## config.mk

```make
export PLATFORM = sky130hd
export DESIGN_NAME = pipeline_ctrl
export DESIGN_NICKNAME = d
export VERILOG_FILES = /design/src/rtl/pipeline_ctrl_pkg.sv /design/src/rtl/pipeline_ctrl_sb_match.sv /design/src/rtl/pipeline_ctrl.sv
export SDC_FILE = /design/constraint.sdc
export NUM_CORES = 1
export LEC_CHECK = 0
export CAP_MARGIN = 20
export CORE_MARGIN = 1.5
export CORE_UTILIZATION = 30
export CTS_CLUSTER_DIAMETER = 60
export DETAILED_ROUTE_END_ITERATION = 16
export PLACE_DENSITY = 0.49
export RECOVER_POWER = 25
export SLEW_MARGIN = 15
export SYNTH_ARGS = -nofsm -noshare
export SYNTH_HDL_FRONTEND = slang
export SYNTH_SLANG_ARGS = --single-unit
```

## constraint.sdc

```tcl
create_clock -name clk -period 2.8 [get_ports clk]
set_clock_uncertainty 0.05 [all_clocks]
set_input_delay 0.42 -clock clk [delete_from_list [all_inputs] [get_ports clk]]
set_output_delay 0.42 -clock clk [all_outputs]
set_load 0.05 [all_outputs]
```

## src/rtl/pipeline_ctrl_pkg.sv

```systemverilog
// pipe_ctrl_pkg: shared types and constants for the pipeline hazard/sequencing controller.
//   NENT      scoreboard depth (EX, MEM, WB)
//   ENTW      scoreboard entry width {v, reg[2:0]}
//   ctrlState halt-sequencing FSM encodings
//   sbEntry   one scoreboard entry
package pipe_ctrl_pkg;

   localparam int NENT = 3;
   localparam int ENTW = 4;

   typedef enum logic [1:0] {
      RUN    = 2'd0,
      DRAIN  = 2'd1,
      HALTED = 2'd2
   } ctrlState;

   typedef struct packed {
      logic            v;
      logic [ENTW-2:0] rd;
   } sbEntry;

endpackage

```

## src/rtl/pipeline_ctrl_sb_match.sv

```systemverilog
// sb_match: compares one source register against every scoreboard entry.
//   src      source register number
//   entries  scoreboard contents, index 0 = EX
//   hit      some valid entry targets src
module sb_match
   import pipe_ctrl_pkg::*;
(
   input  logic [2:0]          src,
   input  sbEntry [NENT-1:0]   entries,
   output logic                hit
);

   always_comb begin
      hit = 1'b0;
      for (int i = 0; i < NENT; i++)
         hit = hit | (entries[i].v & (entries[i].rd == src));
   end

endmodule

```

## src/rtl/pipeline_ctrl.sv

```systemverilog
// pipeline_ctrl: RAW-hazard stall, branch flush and halt-drain control for the five-stage pipeline.
//   clk, rst (async, active-low)
//   idValid/idSrc1/idSrc2/idSrc1Used/idSrc2Used/idRegWrt/idWriteReg/idHalt  decode-stage instruction
//   exDoBranch  taken branch/jump resolved; memBusy  freeze the whole pipeline
//   stallFetch/stallDecode/bubble/flushPipe  stage controls
//   haltDone  halted and drained; stallCnt  saturating hazard-stall count; err  sticky protocol error
module pipeline_ctrl
   import pipe_ctrl_pkg::*;
(
   input  logic        clk,
   input  logic        rst,
   input  logic        idValid,
   input  logic [2:0]  idSrc1,
   input  logic [2:0]  idSrc2,
   input  logic        idSrc1Used,
   input  logic        idSrc2Used,
   input  logic        idRegWrt,
   input  logic [2:0]  idWriteReg,
   input  logic        idHalt,
   input  logic        exDoBranch,
   input  logic        memBusy,
   output logic        stallFetch,
   output logic        stallDecode,
   output logic        bubble,
   output logic        flushPipe,
   output logic        haltDone,
   output logic [15:0] stallCnt,
   output logic        err
);

   sbEntry [NENT-1:0] sb;
   ctrlState          state, nextState;
   logic              pendFlush, hit1, hit2, hazard, flushReq, issue, sbEmpty;

   sb_match uMatch1 (.src(idSrc1), .entries(sb), .hit(hit1));
   sb_match uMatch2 (.src(idSrc2), .entries(sb), .hit(hit2));

   always_comb begin
      flushReq = exDoBranch | pendFlush;
      hazard   = idValid & ((idSrc1Used & hit1) | (idSrc2Used & hit2));
      issue    = idValid & ~hazard & ~memBusy & ~flushReq & (state == RUN);
      sbEmpty  = 1'b1;
      for (int i = 0; i < NENT; i++)
         sbEmpty = sbEmpty & ~sb[i].v;
   end

   always_ff @(posedge clk or negedge rst)
      if (!rst) begin
         sb        <= '0;
         pendFlush <= 1'b0;
         stallCnt  <= 16'd0;
         err       <= 1'b0;
      end else begin
         // a branch seen while frozen is remembered until the first thawed cycle
         pendFlush <= memBusy & flushReq;
         err       <= err | (exDoBranch & (pendFlush | (state == HALTED)));
         if (!memBusy) begin
            sb[0] <= {issue & idRegWrt, idWriteReg};
            // the instruction leaving EX on a flush is wrong-path and never writes
            sb[1] <= flushReq ? '0 : sb[0];
            for (int i = 2; i < NENT; i++)
               sb[i] <= sb[i-1];
            if (hazard & (state == RUN) & (stallCnt != 16'hFFFF))
               stallCnt <= stallCnt + 16'd1;
         end
      end

   always_ff @(posedge clk or negedge rst)
      if (!rst)
         state <= RUN;
      else
         state <= nextState;

   always_comb begin
      nextState = state;
      if (!memBusy)
         case (state)
            RUN:     nextState = (issue & idHalt) ? DRAIN : RUN;
            // a flush during drain means the HALT was on the wrong path
            DRAIN:   nextState = flushReq ? RUN : (sbEmpty ? HALTED : DRAIN);
            default: nextState = HALTED;
         endcase
   end

   always_comb begin
      flushPipe   = flushReq & ~memBusy;
      bubble      = ~issue;
      stallDecode = memBusy | hazard | (state != RUN);
      stallFetch  = stallDecode;
      haltDone    = state == HALTED;
   end

endmodule

```

## Word-level counts from Yosys, hierarchy flattened

Index checks and enable logic that the tools add are counted.

| word-level totals | value |
|---|---|
| register bits after elaboration | 32 |
| latch bits | 0 |
| memory bits (writable) | 0 |
| memory bits (read-only) | 0 |
| output and inout port bits | 22 |
| logic and storage cells | 67 |
| memories kept | 0 |

| operators by class | value |
|---|---|
| add/sub/neg operators | 1 |
| multipliers | 0 |
| divide/modulo/power cells | 0 |
| magnitude comparators | 0 |
| equality and inequality tests | 9 |
| shift-type cells | 0 |
| multiplexer cells | 5 |
| bitwise gates (word level) | 39 |
| reductions and logical operators | 3 |

Operator list:

| operator | number |
|---|---|
| $and A1 B1 Y1 | 22 |
| $eq A3 B3 Y1 | 6 |
| $add A16 B1 Y16 const B | 1 |
| $ne A16 B16 Y1 const B | 1 |
| $or A1 B1 Y1 | 10 |
| $not A1 Y1 | 7 |
| $mux W2 | 2 |
| $mux W4 | 1 |
| $pmux W2 S2 | 1 |
| $eq A2 B1 Y1 const B | 1 |
| $eq A2 B2 Y1 const B | 1 |
| $logic_not A2 Y1 | 1 |
| $reduce_and A2 Y1 | 1 |
| $reduce_bool A2 Y1 | 1 |
| $mux W1 | 1 |

## Logic depth before layout (Yosys ltp)

| logic depth | value |
|---|---|
| depth after elaboration | 15 |
| gate-level depth with buffers | 8 |
| depth with buffers taken out | 7 |

## Hierarchy

Synthesis repeated with hierarchy kept, for this count alone.

| second synthesis, totals | value |
|---|---|
| cells, all modules | 147 |
| area, all modules | 1,620.3 µm² |

Modules (own cells, without submodules):

| module | instances | cells each | area an instance (µm²) | seq. area each (µm²) |
|---|---|---|---|---|
| pipeline_ctrl | 1 | 121 | 1,415.1 | 800.8 |
| sb_match | 2 | 13 | 102.6 | 0.0 |

## Worst setup path after synthesis

No wires, ideal clock.

| path | value |
|---|---|
| path type | input port to output port |
| start | input idSrc1[1] |
| end | output stallFetch |
| arrival | 2,429 ps |
| required time | 2,330 ps |
| setup slack | -99 ps |
| stages on the path | 6 |
| buffers on the path | 1 |
| path through | xnor2_1 -> nand4_1 -> nand3_1 -> a22oi_1 -> o21ai_0 -> buf_4 |

| between the ends | value |
|---|---|
| longest elaborated chain between the ends | 9 |
| elaborated cells between the ends (all ways) | 13 |
| those cells by class | eq/ne (3); bitwise (10) |

Ends and longest elaborated chain:

| item | RTL line | text |
|---|---|---|
| start: declaration | pipeline_ctrl.sv:13 | `input logic [2:0] idSrc1,` |
| $eq A3 B3 Y1 | pipeline_ctrl_sb_match.sv:16 | `hit = hit \| (entries[i].v & (entries[i].rd == src));` |
| $and A1 B1 Y1 | pipeline_ctrl_sb_match.sv:16 |  |
| $or A1 B1 Y1 | pipeline_ctrl_sb_match.sv:16 |  |
| $or A1 B1 Y1 * | pipeline_ctrl_sb_match.sv:16 |  |
| $and A1 B1 Y1 * | pipeline_ctrl.sv:40 | `hazard = idValid & ((idSrc1Used & hit1) \| (idSrc2Used & hit2));` |
| $or A1 B1 Y1 * | pipeline_ctrl.sv:40 |  |
| $and A1 B1 Y1 * | pipeline_ctrl.sv:40 |  |
| $or A1 B1 Y1 * (2 in series) | pipeline_ctrl.sv:88 | `stallDecode = memBusy \| hazard \| (state != RUN);` |
| end: declaration | pipeline_ctrl.sv:22 | `output logic stallFetch,` |

Mark *: on every way between the ends. The rest lies on a longest branch, timed or not.

## Worst setup path in the final report

| path | value |
|---|---|
| start | input idSrc2[2] |
| end | output stallDecode |

| between the ends | value |
|---|---|
| longest elaborated chain between the ends | 9 |
| elaborated cells between the ends (all ways) | 13 |
| those cells by class | eq/ne (3); bitwise (10) |

Ends and longest elaborated chain:

| item | RTL line | text |
|---|---|---|
| start: declaration | pipeline_ctrl.sv:14 | `input logic [2:0] idSrc2,` |
| $eq A3 B3 Y1 | pipeline_ctrl_sb_match.sv:16 |  |
| $and A1 B1 Y1 | pipeline_ctrl_sb_match.sv:16 |  |
| $or A1 B1 Y1 | pipeline_ctrl_sb_match.sv:16 |  |
| $or A1 B1 Y1 * | pipeline_ctrl_sb_match.sv:16 |  |
| $and A1 B1 Y1 * | pipeline_ctrl.sv:40 |  |
| $or A1 B1 Y1 * | pipeline_ctrl.sv:40 |  |
| $and A1 B1 Y1 * | pipeline_ctrl.sv:40 |  |
| $or A1 B1 Y1 * (2 in series) | pipeline_ctrl.sv:88 |  |
| end: declaration | pipeline_ctrl.sv:23 | `output logic stallDecode,` |

Marks and branches as above.

==> qor.csv <==
stage;metric;value;unit
detailed_routing;vias_per_cell;4.69;
floorplanning;dieHeight;76.5;µm
floorplanning;die_width;76.5;µm
timing;fin_tns_setup;0;ns
cts;cts_hold_buf;0;
timing;worst_slack;0.283;ns
synthesis;ys_ff_latch;32;
detailed_routing;wl_met2;1.59;mm
cts;ctsLongestPathBuffers;2;
critical_path;r2r-end;stallCnt[1];
critical_path;ff2ff_path_depth;7;
critical_path;timing.rr.start;stallCnt[2];
global_routing;grt_max_degree;33;
synthesis;synth_fp_nets;163;
final_layout;fin_util;42.2;%
detailed_routing;top_layer;met4;
critical_path;crit_arrival;2.05;ns
cts;clock_latency;0.28;ns
power_and_ir_drop;powerDensity;514;nW/µm²
placed_design;gp_routability_congestion;0.911;
hold_path;min_to;err;
final_layout;nets;208;
power_and_ir_drop;p_leak;0.888;nW
final_layout;layout-drive-gt1-share;15.3;%
synthesis;synth_most_common_cell;dfrtp_1;
final_layout;regArea;801;µm²
synthesis;ys.flop_type;dfrtp_1;
global_routing;grt_overflow_total;0;
final_layout;syn_to_final_growth;34.7;%
cts;cts_tree;done;
synthesis;synth_edf_count;0;
final_layout;fin_area;2180;µm²
detailed_routing;vias;1214;
synthesis;synth.area.top_cells;dfrtp_1 (49%), xnor2_1 (17%), mux2_2 (5.6%);
timing;tightestPinTransition;1.72;ns
detailed_routing;drt_iter0_markers;41;
global_routing;first_global_vias;1300;
critical_path;crit_fanout;3;
detailed_routing;route.detailed.drc;0;
outcome;violations;max-capacitance violations, max-slew violations;
placed_design;placed_area;2090;µm²
critical_path;worstPathRequired;2.33;ns
detailed_routing;drt_first_pass_iters;2;
cts;path_clk_slew;0.07;ns
synthesis;async_reset_ff_share;100;%
final_layout;fillCellCount;479;
hold_path;hp-start;err;
synthesis;synthCells;144;
critical_path;end_kind;output port;
final_layout;diodes;0;
placed_design;port_buffers;39;
timing;slew_violations;33;
cts;cts_resized;0;
hold_path;holdPathStages;1;
synthesis;yosys.area.top_type;dfrtp_1;
timing;setup-violations-final;0;
hold_path;hp-class;flop to flop;
run;drv_cap;1;
critical_path;worstSetupPathType;input port to output port;
global_routing;grt_use_total;13.2;%
timing;period_needed;2.52;ns
timing;hold_viol;0;
timing;post-route-period-util;89.9;%
floorplanning;num_io_pins;40;
cts;root_buffer;clkbuf_8;
cts;clock_sinks;32;
cts;postCtsSetupBuffers;0;
detailed_routing;drt_wl_total;3.52;mm
outcome;status;complete, but fails checks;
floorplanning;initial_core_util;31.3;%
placed_design;dp_hpwl;2.52;mm
power_and_ir_drop;peakVddDrop;205;µV
synthesis;syn_area;1620;µm²
synthesis;synth.distinct_cells;31;
detailed_routing;met1_length;1.65;mm
floorplanning;core.rowCount;26;
detailed_routing;met3_length;235;µm
detailed_routing;detail-route-antenna-nets;0;
synthesis;yosys_warnings;0;
global_routing;grt_pass1_wl;6.02;mm
cts;h-tree-depth;2;
floorplanning;die_area;5860;µm²
final_layout;multi_input_area;778;µm²
timing;slew_headroom;-14.9;%
timing;max_freq;397;MHz
critical_path;start_kind;input port;
global_routing;antenna_found_initial;0;
floorplanning;core_area;5170;µm²
critical_path;r2r_slack;0.53;ns
power_and_ir_drop;total_power;1.12;mW
synthesis;ys_seq_area_share;49.4;%
detailed_routing;wire_per_inst;13.6;µm
synthesis;yosysTopAreaCellShare;49.4;%
synthesis;synth_area_per_cell;11.3;µm²
synthesis;synth_common_cells;dfrtp_1 (32), xnor2_1 (31), nand4_1 (11), nand3_1 (9), mux2_2 (8);
placed_design;dp_worst_setup_slack;0.222;ns
timing;rsz0062_at_grt;false;
cts;cts_buffers;5;
## critical path, stage by stage
cell and delay [ns]:
clkdlybuf4s50_1 0.57, xnor2_1 0.15, nand4_1 0.11, nand3_1 0.10, a22oi_1 0.09, buf_4 0.17, o21ai_1 0.19, buf_4 0.24
## stage by stage
stage                     cells  hold slack [ns]
after floorplan             144           0.0744
after detailed placement    252            0.404
final                       259            0.420
after global routing        259            0.475
after global placement      252            0.403
after CTS                   259            0.425
## metal layers
metal  vias up  track usage (%)
met5         -                0
met4         0             5.00
met3         6             5.27
met2        33             21.2
met1       579             15.9
li1        596                -
## logic make-up after synthesis
logic type | count (synthesis) | synth area share, %
xor gates and xnor gates | 32 | 17.3
muxes | 8 | 5.56
AOI/OAI and AO/OA | 13 | 6.64
DFF | 32 | 49.4
buffers and inverters | 8 | 2.62
adders and majority gates | 1 | 0.771
and+or+nand+nor | 50 | 17.7
## where the power goes
| group | internal (mW) | switching [mW] | leakage [nW] |
|---|---|---|---|
| Sequential | 0.488 | 0.0331 | 0.428 |
| Combinational | 0.0980 | 0.120 | 0.410 |
| Clock | 0.219 | 0.165 | 0.0503 |
## cells in the final DEF (no fill, tap or decap), types with 2 or more instances in the layout
| cell | n |
|---|---|
| clkdlybuf4s50_1 | 34 |
| dfrtp_1 | 32 |
| xnor2_1 | 31 |
| nand4_1 | 11 |
| nand3_1 | 9 |
| mux2_2 | 8 |
| buf_4 | 8 |
| clkbuf_8 | 7 |
| nor2_1 | 6 |
| nand2_1 | 6 |
| o21ai_0 | 4 |
| a22o_1 | 4 |
| nor3_1 | 3 |
| nor2b_1 | 3 |
| inv_1 | 2 |
| and2_1 | 2 |
| and4_4 | 2 |
| and3_1 | 2 |
## sequential cells by signal, indices dropped and copies added (netlist names)
name       flops
pendFlush      1
stallCnt      16
state          2
sb            12
err            1
## worst max-delay path by stage
stage,startpoint,to,cells past startpoint
2_1_floorplan,idSrc1[1],stallFetch,6
3_3_place_gp,idSrc1[0],stallCnt[1],9
3_5_place_dp,idSrc2[0],stallCnt[1],9
4_1_cts,idSrc2[0],stallDecode,8
5_1_grt,rst,sb[5],2
6_report,idSrc2[2],stallDecode,8
## area by class of cell
type | instances | area share, %
clock buffer | 7 | 4.41
multi-input combinational | 104 | 35.6
sequential | 32 | 36.7
inverter | 2 | 0.344
tap | 70 | 4.01
timing repair buffer | 44 | 19.0
Power figures use the tool's default switching activity.
